==> src/rtl/exec_stage_mc.sv <==
// Execute stage: operand forwarding, immediate select, single-cycle ALU and an iterative
// shift-add / restoring mul-div unit, all registered into the EX/MEM boundary.
module exec_stage_mc #(
   parameter int unsigned W      = 8,
   parameter int unsigned MULDIV = 1
) (
   input  logic         clk,
   input  logic         reset,
   input  logic         flush,
   input  logic         stall_in,
   input  logic         in_valid,
   input  logic [W-1:0] reg1,
   input  logic [W-1:0] reg2,
   input  logic [W-1:0] immediate,
   input  logic         alu_src,
   input  logic         dir,
   input  logic [3:0]   opcode,
   input  logic         is_unsigned,
   input  logic [1:0]   fwd_a,
   input  logic [1:0]   fwd_b,
   input  logic [W-1:0] fwd_mem,
   input  logic [W-1:0] fwd_wb,
   output logic         out_valid,
   output logic [W-1:0] alu_result,
   output logic         zero,
   output logic         branch_taken,
   output logic         busy
);

   localparam int unsigned SHW = $clog2(W);
   localparam int unsigned CW  = $clog2(W);

   typedef enum logic [1:0] {StIdle, StMul, StDiv, StDone} state_e;

   state_e           state_q;
   logic             busy_q;
   logic [2*W-1:0]   acc_q;
   logic [W-1:0]     divisor_q;
   logic [1:0]       op_q;
   logic             qneg_q, rneg_q, div0_q;
   logic [CW-1:0]    cnt_q;

   logic [W-1:0]     op_a, op_b_fwd, op_b, sra, alu_res, a_mag, b_mag, md_res;
   logic [W-1:0]     quo_s, rem_s;
   logic [2*W-1:0]   prod_s, mul_next, div_next;
   logic [W:0]       mul_sum, r_sh, r_diff;
   logic [SHW-1:0]   shamt;
   logic             alu_br, lt, a_neg, b_neg, is_md, accept;

   always_comb begin
      op_a = reg1;
      case (fwd_a)
         2'b01:   op_a = fwd_wb;
         2'b10:   op_a = fwd_mem;
         default: op_a = reg1;
      endcase
      op_b_fwd = reg2;
      case (fwd_b)
         2'b01:   op_b_fwd = fwd_wb;
         2'b10:   op_b_fwd = fwd_mem;
         default: op_b_fwd = reg2;
      endcase
      op_b = alu_src ? immediate : op_b_fwd;
   end

   assign shamt = op_b[SHW-1:0];
   // Kept as its own signal so the arithmetic shift is not widened into an unsigned mux.
   assign sra   = $signed(op_a) >>> shamt;
   assign lt    = is_unsigned ? (op_a < op_b) : ($signed(op_a) < $signed(op_b));

   always_comb begin
      alu_res = '0;
      alu_br  = 1'b0;
      case (opcode)
         4'h0: alu_res = op_a + op_b;
         4'h1: alu_res = op_a - op_b;
         4'h2: alu_res = op_a & op_b;
         4'h3: alu_res = op_a | op_b;
         4'h4: alu_res = op_a ^ op_b;
         4'h5: alu_res = !dir ? (op_a << shamt) : (is_unsigned ? (op_a >> shamt) : sra);
         4'h6: alu_res = {{(W-1){1'b0}}, lt};
         4'h7: begin alu_res = op_a - op_b; alu_br = (op_a == op_b); end
         4'h8: begin alu_res = op_a - op_b; alu_br = (op_a != op_b); end
         4'h9: begin alu_res = op_a - op_b; alu_br = lt; end
         4'hE: alu_res = op_b;
         default: alu_res = '0;
      endcase
   end

   assign is_md  = (MULDIV != 0) && (opcode >= 4'hA) && (opcode <= 4'hD);
   assign accept = in_valid & ~busy_q & ~stall_in & ~flush;
   assign busy   = busy_q | (accept & is_md);

   assign a_neg = ~is_unsigned & op_a[W-1];
   assign b_neg = ~is_unsigned & op_b[W-1];
   assign a_mag = a_neg ? -op_a : op_a;
   assign b_mag = b_neg ? -op_b : op_b;

   // acc_q holds {partial product, multiplier} for MUL and {remainder, quotient} for DIV.
   assign mul_sum  = {1'b0, acc_q[2*W-1:W]} + (acc_q[0] ? {1'b0, divisor_q} : '0);
   assign mul_next = {mul_sum, acc_q[W-1:1]};
   assign r_sh     = acc_q[2*W-1:W-1];
   assign r_diff   = r_sh - {1'b0, divisor_q};
   assign div_next = r_diff[W] ? {r_sh[W-1:0], acc_q[W-2:0], 1'b0}
                               : {r_diff[W-1:0], acc_q[W-2:0], 1'b1};

   always_comb begin
      prod_s = qneg_q ? -acc_q : acc_q;
      quo_s  = qneg_q ? -acc_q[W-1:0] : acc_q[W-1:0];
      rem_s  = rneg_q ? -acc_q[2*W-1:W] : acc_q[2*W-1:W];
      case (op_q)
         2'b10:   md_res = prod_s[W-1:0];
         2'b11:   md_res = prod_s[2*W-1:W];
         2'b00:   md_res = div0_q ? '1 : quo_s;
         default: md_res = rem_s;
      endcase
   end

   always_ff @(posedge clk or posedge reset) begin
      if (reset) begin
         state_q      <= StIdle;
         busy_q       <= 1'b0;
         out_valid    <= 1'b0;
         alu_result   <= '0;
         zero         <= 1'b0;
         branch_taken <= 1'b0;
         acc_q        <= '0;
         divisor_q    <= '0;
         op_q         <= '0;
         qneg_q       <= 1'b0;
         rneg_q       <= 1'b0;
         div0_q       <= 1'b0;
         cnt_q        <= '0;
      end else if (flush) begin
         state_q      <= StIdle;
         busy_q       <= 1'b0;
         out_valid    <= 1'b0;
         alu_result   <= '0;
         zero         <= 1'b0;
         branch_taken <= 1'b0;
      end else begin
         if (!stall_in) out_valid <= 1'b0;
         case (state_q)
            StIdle: begin
               if (accept && is_md) begin
                  acc_q     <= {{W{1'b0}}, a_mag};
                  divisor_q <= b_mag;
                  op_q      <= opcode[1:0];
                  qneg_q    <= a_neg ^ b_neg;
                  rneg_q    <= a_neg;
                  div0_q    <= (op_b == '0);
                  cnt_q     <= '0;
                  busy_q    <= 1'b1;
                  state_q   <= opcode[2] ? StDiv : StMul;
               end else if (accept) begin
                  out_valid    <= 1'b1;
                  alu_result   <= alu_res;
                  zero         <= (alu_res == '0);
                  branch_taken <= alu_br;
               end
            end
            StMul, StDiv: begin
               acc_q <= (state_q == StMul) ? mul_next : div_next;
               cnt_q <= cnt_q + CW'(1);
               if (cnt_q == CW'(W-1)) state_q <= StDone;
            end
            StDone: begin
               if (!stall_in) begin
                  out_valid    <= 1'b1;
                  alu_result   <= md_res;
                  zero         <= (md_res == '0);
                  branch_taken <= 1'b0;
                  busy_q       <= 1'b0;
                  state_q      <= StIdle;
               end
            end
            default: state_q <= StIdle;
         endcase
      end
   end

endmodule

==> config.mk <==
export PLATFORM = sky130hd
export DESIGN_NAME = exec_stage_mc
export DESIGN_NICKNAME = d
export VERILOG_FILES = /design/src/rtl/exec_stage_mc.sv
export SDC_FILE = /design/constraint.sdc
export NUM_CORES = 1
export LEC_CHECK = 0
export CAP_MARGIN = 30
export CORE_MARGIN = 4
export CORE_UTILIZATION = 50
export DETAILED_ROUTE_END_ITERATION = 10
export GPL_TIMING_DRIVEN = 0
export PLACE_DENSITY_LB_ADDON = 0.25
export SLEW_MARGIN = 5
export SYNTH_ARGS = -nofsm -noshare
export SYNTH_HDL_FRONTEND = slang
export SYNTH_SLANG_ARGS = --single-unit
==> constraint.sdc <==
create_clock -name clk -period 8.77 [get_ports clk]
set_input_delay 1.3155 -clock clk [delete_from_list [all_inputs] [get_ports clk]]
set_output_delay 1.3155 -clock clk [all_outputs]
set_load 0.01 [all_outputs]
==> results of run 1 <==
==> stage by stage <==
step	util, %	setup WS, ns
2_1_floorplan	-	4.11
4_1_cts	59.6	3.13
3_5_place_dp	58.2	2.83
3_3_place_gp	58.0	2.82
5_1_grt	59.7	2.76
6_report	59.7	3.11
==> worst register-to-register path, cell delays in order (launching register included) <==
cell,delay [ns]
dfrtp_1,0.42
inv_1,0.12
ha_1,0.16
inv_1,0.05
fa_1,0.39
a21o_1,0.19
a21oi_1,0.21
nor2b_1,0.07
o21ai_0,0.26
a21oi_1,0.14
xor2_1,0.36
clkbuf_1,0.45
mux2_2,0.39
o211ai_1,0.15
o21ai_0,0.10
==> worst paths after layout <==
check	startpoint	slack, ns	to
max in group asynchronous	reset	7.02	acc_q[13]
max reg2reg	acc_q[7]	5.17	acc_q[9]
min	alu_result[1]	0.47	alu_result[1]
max	fwd_b[0]	3.11	zero
min in group asynchronous	reset	1.27	alu_result[7]
min reg2reg	alu_result[1]	0.47	alu_result[1]
==> cell type report <==
cell class | count | area, µm² | area share, %
clock inverter | 2 | 37.5 | 0.526
inverter | 59 | 224 | 3.14
clock buffer | 6 | 129 | 1.81
multi-input combinational | 661 | 4520 | 63.4
sequential | 46 | 1150 | 16.1
tap | 147 | 184 | 2.58
buffer | 51 | 209 | 2.93
timing repair buffer | 68 | 681 | 9.54
==> per-layer routing <==
metal / global-route usage (%) / vias to the layer above / share of wire [%]
li1: - / 3116 / -
met1: 34.7 / 2980 / 45
met2: 43.7 / 258 / 46
met3: 3.59 / 37 / 5.9
met4: 7.31 / 0 / 3.0
met5: 0 / - / 0
==> state kept, by name, summed over array words and instances (netlist names), 2 cells and up <==
signal / flops
acc_q: 16
alu_result: 8
cnt_q: 3
divisor_q: 8
op_q: 2
state_q: 2
==> cells by family (layout without fill, tap and decap cells) <==
logic type               Yosys count  in the layout  share of synthesized area, %
XOR/XNOR                          40             40                          5.74
AO/OA/AOI/OAI                    283            283                          31.0
buffers and inverters            110            186                          7.10
multiplexers                      42             42                          7.06
AND/OR/NAND/NOR                  241            241                          18.6
flip-flops                        46             46                          18.9
adder cells (fa/ha/maj)           55             55                          11.7
==> power by group through the flow <==
| stage | Combinational [µW] | Sequential (µW) | Clock (µW) |
|---|---|---|---|
| floorplan | 942 | 352 | 0 |
| global placement | 1230 | 368 | 0 |
| detailed placement | 1250 | 370 | 0 |
| CTS | 1260 | 367 | 217 |
| global route | 1410 | 380 | 228 |
| finish | 1270 | 368 | 215 |
==> cell usage after synthesis (5+ instances only) <==
master,instances,area [µm²]
inv_1,55,206
buf_2,8,40.0
a21o_1,12,90.1
xnor2_1,27,236
nand2_1,104,390
nor2b_1,17,106
nor3_1,19,95.1
nand3b_1,5,37.5
ha_1,52,651
a31oi_1,8,50.1
nor3b_1,7,52.6
o21ai_0,85,425
a221o_1,7,70.1
a211o_1,7,61.3
nand2b_1,9,56.3
nor2_1,44,165
o22ai_1,6,37.5
a22oi_1,13,97.6
mux2_2,8,90.1
dfrtp_1,46,1150
clkbuf_1,38,143
a221oi_1,10,87.6
xor2_1,13,114
o21a_1,6,45.0
o21ai_1,5,25.0
a32o_1,6,60.1
nor4_1,5,31.3
a21oi_1,47,235
nand3_1,9,45.0
o31ai_1,12,90.1
mux2i_1,34,340
o211ai_1,16,120
a211oi_1,9,67.6
==> results.md, run 1 <==
* Clock share of power at 11.6%
* Final std cell area, no fill at 7140 µm²
* Antenna violations before repair at 0
* Most frequent cells in the layout: nand2_1, o21ai_0, clkdlybuf4s50_1, inv_1, ha_1
* Worst Hold Path Cells at 2
* Via Count at 6391
* Clock skew at 0.00810 ns
* Share of cells above drive strength 1 at 5.04%
* Post-synthesis sequential area ratio at 18.9%
* # clock sinks at 46
* Pre-Repair DR Iteration Count at 6
* Post-route clock period utilization at 64.5%
* Initial DRC count at 716
* Total power at 1850 µW
* Post-CTS Hold Fix Bufs at 0
* Post-route ant nets at 0
* Placer Congestion at 1.02
* Die Ht at 118 µm
* RSZ-0062 raised after global routing: no
* Int Power at 963 µW
* Yosys warns at 0
* HP Class: reg2reg
* Hold_ws at 0.471 ns
* CP peak stage delay at 0.69 ns
* CTS tree: done
* Clock buffer count from CTS at 5
* Top FF cell, synth: dfrtp_1
* Max cap viols at 0
* Vias per cell at 6.15
* Required time of the critical path at 8.97 ns
* Fmax achieved at 177 MHz
* Critical path cell sequence: clkdlybuf4s50_1 -> inv_1 -> ha_1 -> clkbuf_1 -> a221oi_1 -> nor3_1 -> a21oi_1 -> inv_1 -> ha_1 -> clkbuf_1 -> nor4b_1 -> o21ai_0 -> o21ai_0 -> o211ai_1 -> nor2_1 -> nand4_1 -> o31ai_1
* CP arrival at 5.86 ns
* Worst Tran Pin Value at 0.956 ns
* Sw Share at 48.0%
* Post-synth cell types at 68
* Reg2Reg Depth at 14
* Vias in the first global route at 5935
* Family with the most delay on the worst path: compound AO/OA/AOI/OAI gates
* Syn-to-layout area delta at 17.0%
* Most common cell after layout, fill and taps aside: nand2_1
* Final setup TNS at 0 ns
* WL final at 18800 µm
* Cell Count Post-Placement at 1031
* Status: completed
* I/O Buffers at 65
* Initial Util at 51.0%
* Net switching power at 887 µW
* Crit path launch type: input port
* Crit path buf inv count at 5
* Nets at 1003
* Post-DP HPWL at 14900 µm
* LEAKAGE at 0.00298 µW
* Combinational Power Share at 68.5%
* Kind of critical path: in2reg
* Normalized max-slew margin at 35.7%
* Non-Filler Instances at 1040
* CTS root buf: clkbuf_16
* GRT Util Overall at 25.9%
* EDFF count, synth at 0
* FP Rows at 40
* H-tree depth at 2
* Post-CTS setup buffer count at 0
* CP max-delay cell: a21oi_1
* Post-synthesis average cell area at 7.47 µm²
* CTS clk-pin slew, worst paths at 0.07 ns
* Placed instance area at 6970 µm²
* Die Area at 14000 µm²
* Core Footprint at 12000 µm²
* I/O Pins at 68
* Gate Count Post-Synth at 817
* Pins over their slew limit at 0
* Filler cells at 1130
* Largest net degree at the start of global routing at 37
* GRT overflow at 0
* Final min period at 5.66 ns
* Sequential share of power at 19.9%
* Worst Setup End Kind: register
* CTS Buffer Depth at 2
* Cts repair resizes at 0
* Max FO, Critical Path at 10
* Fraction of registers with async set or reset after synthesis at 100%
* PwrDens at 259 nW/µm²
* Worst-skew pair later-pin latency at 0.29 ns
* Setup violations, final at 0
* Max VDD drop at 0.000112 V
* Antenna Cells at 0
* Final Hold Violating Endpoints at 0
* DRC viols at 0
* Post-Syn Area at 6100 µm²
* First-pass GRT wire length at 30400 µm
* Wire per inst at 18.0 µm
* Synth Register Bits at 46
* Die Wd at 118 µm
* Syn_nets at 928
* WP depth at 17
No activity file was read; power rests on OpenSTA's default activity.
==> run 2: changes to the inputs <==
==> constraint.sdc (replaced) <==
create_clock -name clk -period 5.55 [get_ports clk]
set_input_delay 0.8325 -clock clk [delete_from_list [all_inputs] [get_ports clk]]
set_output_delay 0.8325 -clock clk [all_outputs]
set_load 0.01 [all_outputs]
==> results of run 2 <==
The final DEF is identical to that of run 1. Status: completed.
Main changes from that run: setup slack after placement 2.83 ns -> 0.0965 ns; setup slack after layout 3.11 ns -> 0.377 ns; register-to-register setup slack 5.17 ns -> 1.95 ns; total power 1850 µW -> 2920 µW; worst IR drop on VDD 0.000112 V -> 0.000177 V
==> run 3: changes to the inputs <==
--- a/config.mk
+++ b/config.mk
@@ -6,11 +6,14 @@
 export NUM_CORES = 1
 export LEC_CHECK = 0
 export CAP_MARGIN = 30
+export CELL_PAD_IN_SITES_DETAIL_PLACEMENT = 0
+export CELL_PAD_IN_SITES_GLOBAL_PLACEMENT = 2
 export CORE_MARGIN = 4
-export CORE_UTILIZATION = 50
+export CORE_UTILIZATION = 34
 export DETAILED_ROUTE_END_ITERATION = 10
 export GPL_TIMING_DRIVEN = 0
 export PLACE_DENSITY_LB_ADDON = 0.25
+export SETUP_SLACK_MARGIN = 0.05
 export SLEW_MARGIN = 5
 export SYNTH_ARGS = -nofsm -noshare
 export SYNTH_HDL_FRONTEND = slang
==> results.md, run 3 (synthesized netlist as in run 1, its figures left out) <==
* I/O Buffers at 65 (unchanged)
* Worst Tran Pin Value at 0.958 ns (+0.00164 ns)
* Max cap viols at 0 (unchanged)
* CTS tree: done
* Antenna Cells at 0 (unchanged)
* Met2 wire len at 9930 µm (+14%)
* Wire per inst at 19.0 µm (+5.3%)
* CTS clk-pin slew, worst paths at 0.07 ns (about the same)
* Initial Util at 35.0% (-16 points)
* Normalized max-slew margin at 35.5% (-0.29 points)
* Core Footprint at 17400 µm² (+46%)
* Antenna violations before repair at 0 (unchanged)
* # clock sinks at 46 (unchanged)
* Fmax achieved at 190 MHz
* Max VDD drop at 0.000345 V
* CTS root buf: clkbuf_16
* Worst Setup End Kind: register
* HP Class: reg2reg
* Post-route clock period utilization at 94.6%
* Worst-skew pair later-pin latency at 0.29 ns (about the same)
* WL final at 21300 µm (+14%)
* Nets at 1006 (+0.30%)
* Filler cells at 1818 (+61%)
* Kind of critical path: in2reg
* Non-Filler Instances at 1121 (+7.8%)
* Setup WS pre-CTS at -0.242 ns
* DRC viols at 0 (unchanged)
* Final min period at 5.25 ns
* Pre-Repair DR Iteration Count at 5 (-1)
* GRT overflow at 0 (unchanged)
* First-pass GRT wire length at 34400 µm (+13%)
* Cell Count Post-Placement at 1112 (+7.9%)
* Initial DRC count at 387 (-46%)
* Final std cell area, no fill at 7270 µm² (+1.9%)
* Die Area at 20100 µm² (+44%)
* GRT Util Overall at 20.9% (-5.0 points)
* CP arrival at 5.43 ns
* Most common cell after layout, fill and taps aside: nand2_1
* Uppermost layer routed: met4
* Share of cells above drive strength 1 at 5.69% (+0.65 points)
* PnR worst setup slack at 0.298 ns
* Post-route ant nets at 0 (unchanged)
* H-tree depth at 2 (unchanged)
* Setup violations, final at 0 (unchanged)
* Via Count at 6420 (+0.45%)
* Pins over their slew limit at 0 (unchanged)
* RSZ-0062 raised after global routing: no
* Required time of the critical path at 5.72 ns
* Die Wd at 142 µm (+20%)
* Crit path launch type: input port
* Most frequent cells in the layout: nand2_1, o21ai_0, clkdlybuf4s50_1, inv_1, ha_1
* Vias in the first global route at 6397 (+7.8%)
* Final Hold Violating Endpoints at 0 (unchanged)
* Placer Congestion at 0.924 (-9.9%)
* Post-CTS setup buffer count at 0 (unchanged)
* Die Ht at 142 µm (+20%)
* LEAKAGE at 0.00299 µW (+0.64%)
* Biggest regs: acc_q: 16 flops, alu_result: 8 flops, divisor_q: 8 flops
* Post-DP HPWL at 17500 µm (+17%)
* Clock buffer count from CTS at 5 (unchanged)
* Met1 WL at 9720 µm (+15%)
* Largest net degree at the start of global routing at 32 (-14%)
* Status: completed
* Clock skew at 0.00912 ns (+0.00102 ns)
* Max FO, Critical Path at 11 (+1)
* Syn-to-layout area delta at 19.2%
* Largest Register: acc_q
* Max reg flops at 16 (unchanged)
* CTS Buffer Depth at 2 (unchanged)
* Placed instance area at 7090 µm² (+1.7%)
* Routed wl met3 at 921 µm (-16%)
* PwrDens at 407 nW/µm²
* I/O Pins at 68 (unchanged)
* Vias per cell at 5.73 (-6.8%)
* FP Rows at 48 (+20%)
run 3: cell types whose count changed in the layout (fill, tap and decap cells not counted), sizes merged:
cell and delta:
clkdlybuf4s18 +1, clkbuf +2
run 3: path summary, 6_finish.rpt:
kind | start | to | slack, ns | depth (start not counted)
hold / removal | alu_result[1] | alu_result[1] | 0.48 | 2
setup reg to reg | acc_q[7] | acc_q[9] | 1.94 | 14
setup / recovery | fwd_b[1] | alu_result[7] | 0.30 | 17
hold reg to reg | alu_result[1] | alu_result[1] | 0.48 | 2
min in group asynchronous | reset | divisor_q[5] | 0.83 | 2
max in group asynchronous | reset | out_valid | 4.22 | 3
run 3: cell type report:
class	count	area (µm²)	share of cell area [%]
clock buffers	6	129	1.77
multi-input cells	661	4530	62.3
inverters	59	224	3.08
clock inverters	2	37.5	0.516
repair buffers	71	706	9.70
flip-flops and latches	46	1150	15.8
well taps	225	282	3.87
plain buffers	51	211	2.91
run 3: layer usage:
layer | track usage (%) | vias to the layer above
li1 | - | 3118
met1 | 28.0 | 3067
met2 | 34.9 | 194
met3 | 2.49 | 41
met4 | 7.32 | 0
met5 | 0 | -
run 3: per-stage QoR:
stage / hold slack [ns] / setup TNS (ns) / power (µW) / utilization [%]
2_1_floorplan: 0.450 / 0 / 2050 / -
3_3_place_gp: 0.457 / -0.290 / 2570 / 40.4
3_5_place_dp: 0.462 / -0.361 / 2610 / 40.7
4_1_cts: 0.483 / 0 / 2960 / 41.6
5_1_grt: 0.503 / 0 / 3240 / 41.8
6_report: 0.476 / 0 / 2960 / 41.8
run 3: worst max-delay path: stages:
cell and delay, ns:
clkdlybuf4s50_1 0.48, inv_1 0.05, ha_1 0.17, buf_4 0.17
a22oi_1 0.26, a221o_1 0.30, buf_1 0.58, ha_1 0.35
clkbuf_1 0.22, nor3_1 0.31, a211oi_1 0.18, o31ai_1 0.46
a31oi_1 0.18, mux2i_1 0.18, o2111ai_1 0.30, o21ai_0 0.30
nand2_1 0.09
run 3: repair_timing:
action,4_1_cts,5_1_grt
resized for setup,0,5
hold buffers,0,0
setup endpoints to repair,0,3
hold endpoints to repair,0,0
run 3: power breakdown:
| part | switching, µW | internal (µW) | leakage, µW | total (µW) |
|---|---|---|---|---|
| Sequential | 142 | 449 | 0.000612 | 590 |
| Clock | 130 | 213 | 0.0000771 | 343 |
| Combinational | 1170 | 861 | 0.00231 | 2030 |
| Total | 1440 | 1520 | 0.00299 | 2960 |
